**config.mk**
```make
export PLATFORM = sky130hd
export DESIGN_NAME = serial_frame_rx
export DESIGN_NICKNAME = d
export VERILOG_FILES = /design/src/rtl/serial_frame_pkg.sv /design/src/rtl/serial_frame_shift.sv /design/src/rtl/serial_frame_rx.sv
export SDC_FILE = /design/constraint.sdc
export NUM_CORES = 1
export LEC_CHECK = 0
export CORE_MARGIN = 10
export CORE_UTILIZATION = 35
export CTS_CLUSTER_SIZE = 25
export DETAILED_ROUTE_END_ITERATION = 10
export PLACE_DENSITY = 0.56
export SYNTH_ARGS = -nofsm -noshare
export SYNTH_HDL_FRONTEND = slang
export SYNTH_HIERARCHICAL = 1
export SYNTH_SLANG_ARGS = --single-unit
```
**constraint.sdc**
```tcl
create_clock -name clk -period 1.56 [get_ports clk]
set_clock_uncertainty 0.15 [all_clocks]
set_input_delay 0.234 -clock clk [delete_from_list [all_inputs] [get_ports clk]]
set_output_delay 0.234 -clock clk [all_outputs]
set_load 0.05 [all_outputs]
```
**src/rtl/serial_frame_pkg.sv**
```systemverilog
// Shared types and constants for the serial frame receiver: FSM states,
// response codes and the bit-counter width helper.
package serial_frame_pkg;

    typedef enum logic {
        IDLE  = 1'b0,
        SHIFT = 1'b1
    } state_t;

    localparam logic [1:0] RSP_NONE = 2'b00;
    localparam logic [1:0] RSP_ACK  = 2'b01;
    localparam logic [1:0] RSP_NAK  = 2'b10;
    localparam logic [1:0] RSP_FRM  = 2'b11;

    localparam int DEFAULT_DATA_BITS = 8;

    // Counter must reach DATA_BITS itself, hence the +1.
    function automatic int cnt_width(input int data_bits);
        return $clog2(data_bits + 1);
    endfunction

endpackage

```
**src/rtl/serial_frame_shift.sv**
```systemverilog
// Payload shift register, bit counter and running even parity for one frame.
// The controlling FSM decides when a frame starts, shifts, or is cleared.
module serial_frame_shift
    import serial_frame_pkg::*;
#(
    parameter int DATA_BITS = DEFAULT_DATA_BITS,
    parameter int CW        = cnt_width(DEFAULT_DATA_BITS)
) (
    input  logic                 clk,
    input  logic                 reset,
    input  logic                 start,
    input  logic                 shift_en,
    input  logic                 clear,
    input  logic                 bit_in,
    output logic [DATA_BITS-1:0] data,
    output logic [CW-1:0]        cnt,
    output logic                 parity
);

    logic [DATA_BITS-1:0] data_q, data_d;
    logic [CW-1:0]        cnt_q, cnt_d;
    logic                 parity_q, parity_d;

    // Start loads bit 0 directly so a frame can begin on any cycle,
    // including the one right after a previous frame's parity bit.
    always_comb begin
        data_d   = data_q;
        cnt_d    = cnt_q;
        parity_d = parity_q;
        if (clear) begin
            data_d   = '0;
            cnt_d    = '0;
            parity_d = 1'b0;
        end else if (start) begin
            data_d   = DATA_BITS'(bit_in);
            cnt_d    = CW'(1);
            parity_d = bit_in;
        end else if (shift_en) begin
            data_d   = data_q | (DATA_BITS'(bit_in) << cnt_q);
            cnt_d    = cnt_q + CW'(1);
            parity_d = parity_q ^ bit_in;
        end
    end

    always_ff @(posedge clk) begin
        if (reset) begin
            data_q   <= '0;
            cnt_q    <= '0;
            parity_q <= 1'b0;
        end else begin
            data_q   <= data_d;
            cnt_q    <= cnt_d;
            parity_q <= parity_d;
        end
    end

    assign data   = data_q;
    assign cnt    = cnt_q;
    assign parity = parity_q;

endmodule

```
**src/rtl/serial_frame_rx.sv**
```systemverilog
// Serial frame receiver: strobed LSB-first payload plus even parity, with
// registered ack/nak/framing response, last-good-payload hold and error count.
module serial_frame_rx
    import serial_frame_pkg::*;
#(
    parameter int DATA_BITS = DEFAULT_DATA_BITS,
    parameter int ERR_W     = 8
) (
    input  logic                 clk,
    input  logic                 reset,
    input  logic [1:0]           io_in,
    output logic [1:0]           io_out,
    output logic [DATA_BITS-1:0] rx_data,
    output logic                 rx_valid,
    output logic [ERR_W-1:0]     err_cnt
);

    localparam int             CW       = cnt_width(DATA_BITS);
    localparam logic [CW-1:0]  LAST_CNT = CW'(DATA_BITS);

    state_t               state_q, state_d;
    logic [1:0]           rsp_q, rsp_d;
    logic [DATA_BITS-1:0] rx_data_q, rx_data_d;
    logic                 rx_valid_q, rx_valid_d;
    logic [ERR_W-1:0]     err_cnt_q, err_cnt_d;

    logic                 sh_start, sh_shift_en, sh_clear, err_inc;
    logic [DATA_BITS-1:0] sh_data;
    logic [CW-1:0]        sh_cnt;
    logic                 sh_parity;

    logic                 strobe, bit_in;
    assign bit_in = io_in[0];
    assign strobe = io_in[1];

    serial_frame_shift #(
        .DATA_BITS (DATA_BITS),
        .CW        (CW)
    ) u_shift (
        .clk      (clk),
        .reset    (reset),
        .start    (sh_start),
        .shift_en (sh_shift_en),
        .clear    (sh_clear),
        .bit_in   (bit_in),
        .data     (sh_data),
        .cnt      (sh_cnt),
        .parity   (sh_parity)
    );

    // Completing or aborting a frame always returns to IDLE; a strobe in the
    // following cycle then starts the next frame with no gap.
    always_comb begin
        state_d     = state_q;
        rsp_d       = RSP_NONE;
        rx_valid_d  = 1'b0;
        rx_data_d   = rx_data_q;
        sh_start    = 1'b0;
        sh_shift_en = 1'b0;
        sh_clear    = 1'b0;
        err_inc     = 1'b0;
        unique case (state_q)
            IDLE: begin
                if (strobe) begin
                    sh_start = 1'b1;
                    state_d  = SHIFT;
                end
            end
            SHIFT: begin
                if (!strobe) begin
                    rsp_d    = RSP_FRM;
                    err_inc  = 1'b1;
                    sh_clear = 1'b1;
                    state_d  = IDLE;
                end else if (sh_cnt < LAST_CNT) begin
                    sh_shift_en = 1'b1;
                end else begin
                    if ((sh_parity ^ bit_in) == 1'b0) begin
                        rsp_d      = RSP_ACK;
                        rx_valid_d = 1'b1;
                        rx_data_d  = sh_data;
                    end else begin
                        rsp_d   = RSP_NAK;
                        err_inc = 1'b1;
                    end
                    sh_clear = 1'b1;
                    state_d  = IDLE;
                end
            end
            default: state_d = IDLE;
        endcase
    end

    always_comb begin
        err_cnt_d = err_cnt_q;
        if (err_inc && (err_cnt_q != '1)) begin
            err_cnt_d = err_cnt_q + ERR_W'(1);
        end
    end

    always_ff @(posedge clk) begin
        if (reset) begin
            state_q    <= IDLE;
            rsp_q      <= RSP_NONE;
            rx_data_q  <= '0;
            rx_valid_q <= 1'b0;
            err_cnt_q  <= '0;
        end else begin
            state_q    <= state_d;
            rsp_q      <= rsp_d;
            rx_data_q  <= rx_data_d;
            rx_valid_q <= rx_valid_d;
            err_cnt_q  <= err_cnt_d;
        end
    end

    assign io_out   = rsp_q;
    assign rx_data  = rx_data_q;
    assign rx_valid = rx_valid_q;
    assign err_cnt  = err_cnt_q;

endmodule

```
Yosys cells after proc, flatten, opt, wreduce, memory -nomap -nowiden
Index checks and enable logic that the tools add are counted.

word-level totals
  register bits after elaboration = 33
  bits in latches = 0
  bits in writable memories = 0
  bits in read-only memories = 0
  input bits = 4
  output and inout bits = 19
  word-level logic and storage cells = 51
  memories kept = 0

cells by class
  add/sub/neg operators = 2
  multiply operators = 0
  divide/modulo/power cells = 0
  magnitude comparators = 1
  equal/unequal tests = 1
  shift-type cells = 1
  multiplexer cells = 23
  bitwise gates (word level) = 6
  reductions and logical operators = 7

operators with widths
  kind                                                           number
  1-bit 2-to-1 mux                                               19
  8-bit by 1-bit adder with 8-bit output, second input constant  1
  8-bit != test, second input constant                           1
  8-bit OR                                                       1
  1-bit by 4-bit left shift with 8-bit output                    1
  2-bit 2-to-1 mux                                               3
  4-bit by 1-bit adder with 4-bit output, second input constant  1
  4-bit less-than comparator, second input constant              1
  1-bit NOT                                                      4
  4-bit AND reduction                                            1
  2-bit OR reduction                                             2
  4-bit OR reduction                                             1
  3-bit OR reduction                                             1
  1-bit case mux with 2 select lines                             1
  2-bit nonzero test                                             1
  1-bit logical AND                                              1
  1-bit bitwise XOR                                              1

Longest topological paths before layout
Gate-level depths: netlist (run 1).

  word-level depth = 6
  depth in mapped cells = 6
  depth with buffers taken out = 5

Modules after synthesis
Netlist (run 1), hierarchy kept.

by module, submodules not included
  module              instances  cells an instance  area each (µm²)  seq. area each (µm²)
  serial_frame_rx     1          94                 865.8            400.4
  serial_frame_shift  1          56                 551.8            260.2

Worst setup path before layout (run 1)
No wires, ideal clock.

  path kind = reg2reg
  from = register err_cnt_q[2] (netlist: err_cnt[2])
  to = register err_cnt_q[6] (netlist: err_cnt[6])
  setup time = 0.121 ns
  arrival time = 1.666 ns
  data required time = 1.289 ns
  path slack = -0.376 ns
  stages on the path, launching flop included = 5
  buffers on the path = 0
  clock period less this slack = 1.936 ns
  path through = dfxtp_1 nand4_1 o31ai_1 nor3_1 mux2_2

on the way
  word-level cells in the longest chain between the ends = 2
  elaborated cells between the ends (all ways) = 3
  classes of those cells = 1 x add/sub; 1 x eq/ne; 1 x reduce/logical

RTL lines
  element                                                                         line                    RTL
  from (decl)                                                                     serial_frame_rx.sv:25   logic [ERR_W-1:0] err_cnt_q, err_cnt_d;
  from (signal assigned)                                                          serial_frame_rx.sv:113  err_cnt_q <= err_cnt_d;
  branches (longest 2 deep; another with 8-bit by 1-bit adder with 8-bit output)  -

Parallel ways; which one is timed is not known.
A chain may end at the register's enable or synchronous reset.

Worst setup path in the final report (run 1)
  from = register u_shift.parity_q (netlist: u_shift/parity)
  to = register err_cnt_q[7] (netlist: err_cnt[7])

on the way
  word-level cells in the longest chain between the ends = 6

RTL lines
  element                 line                      RTL
  from (decl)             serial_frame_shift.sv:22  logic parity_q, parity_d;
  from (signal assigned)  serial_frame_shift.sv:53  parity_q <= parity_d;
  1-bit bitwise XOR       serial_frame_rx.sv:78     if ((sh_parity ^ bit_in) == 1'b0) begin
  1-bit 2-to-1 mux        serial_frame_rx.sv:78
  1-bit 2-to-1 mux        serial_frame_rx.sv:75     end else if (sh_cnt < LAST_CNT) begin
  1-bit 2-to-1 mux        serial_frame_rx.sv:70     if (!strobe) begin
  1-bit 2-to-1 mux        serial_frame_rx.sv:62     unique case (state_q)
  1-bit logical AND       serial_frame_rx.sv:96     if (err_inc && (err_cnt_q != '1)) begin

No other way between the ends.

==> results.cfg, run 1 <==
[route]
drc = 0
wl_per_cell_um = 13.4
ant_nets = 0
routed_wl_um = 3430
drt-pass1-iter-count = 4
drt_iter0_markers = 66
vias = 1256
vias_per_cell = 4.89

[placed_design]
portBuffers = 22
globalplace.congestion = 0.830
hpwl_um = 2550
placed_cells = 244

[critical_path]
slowest_delay_ns = 0.48
crit_fanout = 7
cp-start-kind = flop
rr_startpoint = u_shift/parity$_SDFFE_PP0P_
cp-end-kind = flop
required_ns = 1.61
critPathArrivalTime_ns = 1.64
worstPathCellList = xor2_4 -> a2bb2oi_4 -> or4_4 -> a211oi_2
critPathKind = reg -> reg
cp_slowest_cell = or4_4
crit_path_start = u_shift/parity$_SDFFE_PP0P_

[pwr]
swShare_pct = 23.5
p_switching_mw = 0.408
total_power_mw = 1.74
power.density_nw_per_um2 = 732
ir_worst_vdd_v = 0.000407
p_int_mw = 1.33
p_seq_share_pct = 49.3
p_clk_share_pct = 40.6
combPwrFrac_pct = 10.1
power_leakage_nw = 0.923

[hold_path]
holdCritPathClass = reg -> reg
hp-start = u_shift/data[2]$_SDFFE_PP0P_

[yosys]
syn_area_per_cell_sq_um = 9.45
yosysSeqAreaShare_pct = 46.6
synth_nets = 156
synth_edf_count = 0
yosysWarnings = 6
synth_async_sr_flop_share_pct = 0
ys_types = 33
synth.ff_latch_count = 33
synthesis.area_sq_um = 1420
synthCells = 150
ys.flop_type = dfxtp_1

[timing]
setup_violations = 3
setup_ws_ns = -0.0298
fmax_mhz = 629
finalSetupTns_ns = -0.0625
grt_setup_unrepaired = yes
max-slew-margin-rel_pct = 77.7
final_max_slew_viol_count = 0
finalHoldViolCount = 0
tightest_slew_ns = 0.332
period_needed_ns = 1.59
whs_ns = 0.331
finalCritPeriodShare_pct = 102

[clocking]
max-clock-path-buffers = 2
cts_root_buf = clkbuf_8
cts_buffers = 5
h-tree-depth = 2
hold_buffers = 0
clkTransAtPathRegs_ns = 0.07
cts_tree = built
insertion_delay_ns = 0.28
clkSinkCount = 33

[global_route]
grt_usage_pct = 10.2
antenna_found_initial = 0
first_global_vias = 1311
grt_overflow = 0
grt_max_degree = 23
grt_pass1_wl_um = 6020

[status]
status = finished with violations
violations = negative setup slack

[floorplanning]
dieArea_sq_um = 7000
pin_count = 23
std_cell_rows = 23
fp.dieH_um = 83.6
die-width_um = 83.6
start_util_pct = 35.7
core_sq_um = 3970

[flow_run]
cap_violations = 0

[finish]
layout-drive-gt1-share_pct = 44.4
final_cell_mix = buf_4 (29), nor2_1 (25), dfxtp_1 (22)
finalNetCount = 212
nFillCells = 331
final_common_cell = buf_4
area_growth_pct = 67.6
final_cells = 257
diodes = 0
==> cells in the mapped netlist (2+ instances only) <==
cell / count / area [sq um]
dfxtp_1: 33 / 661
mux2i_1: 11 / 110
o21ai_0: 3 / 15.0
o31ai_1: 2 / 15.0
nor3_1: 4 / 20.0
a21oi_1: 10 / 50.1
or3_1: 4 / 25.0
nand2b_1: 3 / 18.8
mux2_2: 3 / 33.8
nor4_1: 2 / 12.5
clkbuf_1: 2 / 7.51
nor2b_1: 4 / 25.0
xor2_1: 3 / 26.3
nand3_1: 4 / 20.0
a211oi_1: 4 / 30.0
nand4_1: 2 / 12.5
inv_1: 5 / 18.8
buf_6: 2 / 22.5
or4_1: 2 / 15.0
ha_1: 2 / 25.0
nand2_1: 5 / 18.8
nor2_1: 27 / 101
and3b_1: 3 / 26.3
==> per-layer routing <==
| layer | share of wire (%) | up-vias | track usage, % |
|---|---|---|---|
| met1 | 42 | 598 | 10.7 |
| met3 | 3.7 | 4 | 3.32 |
| li1 | - | 638 | - |
| met2 | 54 | 16 | 17.8 |
| met4 | 0.90 | 0 | 4.57 |
| met5 | 0 | - | 0 |
==> area by class of cell <==
cell class | count | area (sq um) | share of cell area (%)
inverter | 5 | 18.8 | 0.790
sequential | 33 | 694 | 29.2
clock buffer | 7 | 96.3 | 4.05
timing repair buffer | 54 | 677 | 28.5
multi-input combinational | 107 | 822 | 34.6
clock inverter | 1 | 5.00 | 0.211
tap | 50 | 62.6 | 2.63
==> repair_timing <==
action                                  in CTS  in global routing
gates resized for setup                      9                 12
pin swaps                                    4                  9
endpoints found under the setup margin      22                 19
buffers inserted                             1                  4
cloned                                       0                  0
hold endpoints to repair                     0                  0
==> stage by stage <==
stage	area, sq um	utilization (%)	worst slack (ns)
finish	2380	59.8	-0.0298
global route	2380	59.8	-0.0787
CTS	2300	57.9	-0.0273
detailed placement	2150	54.2	-0.488
global placement	2150	54.2	-0.434
floorplan	1490	-	-0.0217
==> critical path, delay by kind of cell (launching register included) <==
family,cells,cell delay (ns)
compound gates,2,0.31
xor+xnor,1,0.19
flops,1,0.38
simple gates,1,0.48
==> cell families (layout without fill, tap and decap cells) <==
| kind of cell | Yosys count | after routing | share of synthesized area [%] |
|---|---|---|---|
| mux | 14 | 14 | 10.2 |
| simple gates | 66 | 66 | 24.9 |
| fa+ha+maj | 2 | 2 | 1.76 |
| buf+inv | 10 | 67 | 3.71 |
| compound gates | 21 | 21 | 9.88 |
| xor+xnor | 4 | 4 | 3.00 |
| flops | 33 | 33 | 46.6 |
==> path summary, 6_finish.rpt <==
check,endpoint,cells past startpoint,slack (ns)
worst min-delay path,u_shift/data[2]$_SDFFE_PP0P_,2,0.33
worst max-delay path,err_cnt[7]$_SDFFE_PP0P_,4,-0.03
worst max register to register,err_cnt[7]$_SDFFE_PP0P_,4,-0.03
worst min register to register,u_shift/data[2]$_SDFFE_PP0P_,2,0.33
==> sequential cells by signal, summed over array words and instances, names as in the netlist <==
name,flops
state_q,1
u_shift/cnt,4
io_out,2
u_shift/data,8
rx_data,8
rx_valid,1
u_shift/parity,1
err_cnt,8
==> power by group through the flow <==
stage	combinational, mW	clock, mW	sequential, mW
6_report	0.175	0.706	0.858
3_3_place_gp	0.150	0	0.876
3_5_place_dp	0.155	0	0.877
5_1_grt	0.189	0.759	0.860
2_1_floorplan	0.0693	0	0.884
4_1_cts	0.161	0.729	0.858
Power figures use the tool's default switching activity.
==> inputs of run 2 (changes only) <==
--- a/config.mk
+++ b/config.mk
@@ -5,6 +5,7 @@
 export SDC_FILE = /design/constraint.sdc
 export NUM_CORES = 1
 export LEC_CHECK = 0
+export ABC_CLOCK_PERIOD_IN_PS = 1560
 export CORE_MARGIN = 10
 export CORE_UTILIZATION = 35
 export CTS_CLUSTER_SIZE = 25
==> results of run 2 <==
No change in the layout: final DEF, timing and power equal those of run 1.
==> inputs of run 3 (changes only) <==
--- a/config.mk
+++ b/config.mk
@@ -7,10 +7,10 @@
 export LEC_CHECK = 0
 export ABC_CLOCK_PERIOD_IN_PS = 1560
 export CORE_MARGIN = 10
-export CORE_UTILIZATION = 35
+export CORE_UTILIZATION = 47
 export CTS_CLUSTER_SIZE = 25
 export DETAILED_ROUTE_END_ITERATION = 10
-export PLACE_DENSITY = 0.56
+export PLACE_DENSITY = 0.72
 export SYNTH_ARGS = -nofsm -noshare
 export SYNTH_HDL_FRONTEND = slang
 export SYNTH_HIERARCHICAL = 1
==> run 3 against run 2 <==
The run still ends with negative setup slack left. Global-route usage rose by 3.7 points. Clock power shrank 14%. Maximum frequency fell by 0.13%. Routed wire length is 13% higher. First-iteration DRC count is 20% higher. Critical endpoint is now err_cnt[4]$_SDFFE_PP0P_.
==> results.cfg, run 3 (synthesis gave the netlist of run 1 again) <==
[route]
drt-pass1-iter-count = 4
wl_met1_um = 1560
ant_nets = 0
wl_per_cell_um = 16.4
wl_met3_um = 167
vias = 1307
dr_wl_met2_um = 2130
drc = 0
drt_iter0_markers = 79
top_layer = met4
routed_wl_um = 3900
vias_per_cell = 5.49

[finish]
finalNetCount = 212
area_growth_pct = 66.9
diodes = 0
final_common_cell = buf_4
final_cell_mix = buf_4 (27), nor2_1 (26), dfxtp_1 (22)
layout-drive-gt1-share_pct = 46.9
nFillCells = 158

[global_route]
antenna_found_initial = 0
grt_max_degree = 20
grt_pass1_wl_um = 6070
grt_usage_pct = 13.9
grt_overflow = 0
first_global_vias = 1297

[timing]
max-slew-margin-rel_pct = 75.3
final_max_slew_viol_count = 0
tightest_slew_ns = 0.369
finalHoldViolCount = 0
whs_ns = 0.342
setup_ws_ns = -0.0318
fmax_mhz = 628
period_needed_ns = 1.59
finalCritPeriodShare_pct = 102
grt_setup_unrepaired = yes
setup_violations = 6

[clocking]
hold_buffers = 0
insertion_delay_ns = 0.32
clkTransAtPathRegs_ns = 0.11
cts_tree = built
clkSinkCount = 33
cts_buffers = 5
max-clock-path-buffers = 2
cts_root_buf = clkbuf_4
h-tree-depth = 2

[critical_path]
reg2reg_slack_ns = -0.03
critPathKind = reg -> reg
worstPathCellList = nand4_1 -> buf_6 -> o31ai_4 -> nor3_4 -> mux2_4
required_ns = 1.63
cp_slowest_cell = dfxtp_4
rr_startpoint = err_cnt[4]$_SDFFE_PP0P_
ff2ff_path_depth = 5
cp_num_buf_inv = 1
r2r-end = err_cnt[4]$_SDFFE_PP0P_
critPathArrivalTime_ns = 1.66
slowest_delay_ns = 0.36
crit_fanout = 4
cp-start-kind = flop
cp-end-kind = flop
cp_top_family = flip-flops

[status]
violations = negative setup slack
status = finished with violations

[flow_run]
cap_violations = 0

[pwr]
power.density_nw_per_um2 = 695
total_power_mw = 1.64
ir_worst_vdd_v = 0.000660
power_leakage_nw = 0.919

[placed_design]
globalplace.congestion = 0.839
portBuffers = 22
hpwl_um = 2650

[floorplanning]
core_sq_um = 2830
dieArea_sq_um = 5610
die-width_um = 74.9
std_cell_rows = 19
start_util_pct = 50.1
pin_count = 23
fp.dieH_um = 74.9

[hold_path]
whs_endpoint = u_shift/data[1]$_SDFFE_PP0P_
hp-start = u_shift/data[1]$_SDFFE_PP0P_
holdCritPathClass = reg -> reg
hold_depth = 2
## run 3: changes by cell type in the layout (fill, tap and decap cells not counted), moves of 2 or more
cell      delta
a211oi_1     -2
a211oi_2     +2
buf_4        -2
buf_6        +2
clkbuf_4     +5
clkbuf_8     -6
## run 3: through the flow
step	TNS, ns	utilization [%]	cells	worst slack, ns	area (sq um)
detailed placement	-9.80	74.9	224	-0.473	2120
finish	-0.108	83.6	238	-0.0318	2370
global route	-0.629	83.6	238	-0.103	2370
global placement	-8.75	74.9	224	-0.435	2120
floorplan	-0.0473	-	150	-0.0217	1490
CTS	-0.0615	80.8	236	-0.0251	2280
## run 3: how the worst max path moves through the flow
stage	to	startpoint	cells past startpoint	slack (ns)
3_5_place_dp	err_cnt[4]$_SDFFE_PP0P_	io_in[0]	6	-0.47
5_1_grt	err_cnt[5]$_SDFFE_PP0P_	u_shift/parity$_SDFFE_PP0P_	4	-0.10
6_report	err_cnt[4]$_SDFFE_PP0P_	err_cnt[4]$_SDFFE_PP0P_	5	-0.03
2_1_floorplan	err_cnt[5]$_SDFFE_PP0P_	err_cnt[2]$_SDFFE_PP0P_	4	-0.02
4_1_cts	err_cnt[5]$_SDFFE_PP0P_	u_shift/parity$_SDFFE_PP0P_	4	-0.03
3_3_place_gp	err_cnt[5]$_SDFFE_PP0P_	io_in[0]	5	-0.43
## run 3: metal layers
metal  global-route usage (%)  up-vias
li1                         -      640
met2                     24.8       30
met5                        0        -
met1                     15.2      633
met3                     3.94        4
met4                     5.25        0
## run 3: worst reg2reg max path: cells and delay by family (launching register included)
| kind | cells | cell delay [ns] |
|---|---|---|
| AOI/OAI and AO/OA | 1 | 0.29 |
| buffers and inverters | 1 | 0.18 |
| DFF | 1 | 0.36 |
| muxes | 1 | 0.30 |
| and+or+nand+nor | 2 | 0.22 |
## run 3: layout make-up
| class | count | area, sq um | area share (%) |
|---|---|---|---|
| clock buffer | 7 | 76.3 | 3.23 |
| clock inverter | 1 | 7.51 | 0.317 |
| inverter | 5 | 18.8 | 0.793 |
| timing repair buffer | 54 | 684 | 28.9 |
| multi-input combinational | 107 | 846 | 35.7 |
| sequential | 33 | 694 | 29.3 |
| tap | 31 | 38.8 | 1.64 |
## run 3: power breakdown
part           total (mW)  leakage [nW]  switching (mW)  internal (mW)
clock network       0.607        0.0427           0.290          0.317
registers           0.854         0.275          0.0133          0.841
logic               0.184         0.602          0.0914         0.0923
## run 3: timing repair
item | 4_1_cts | 5_1_grt
setup buffers | 4 | 2
gates resized for setup | 12 | 16
hold endpoints to repair | 0 | 0
setup endpoints to repair | 18 | 19
pin swaps | 7 | 7
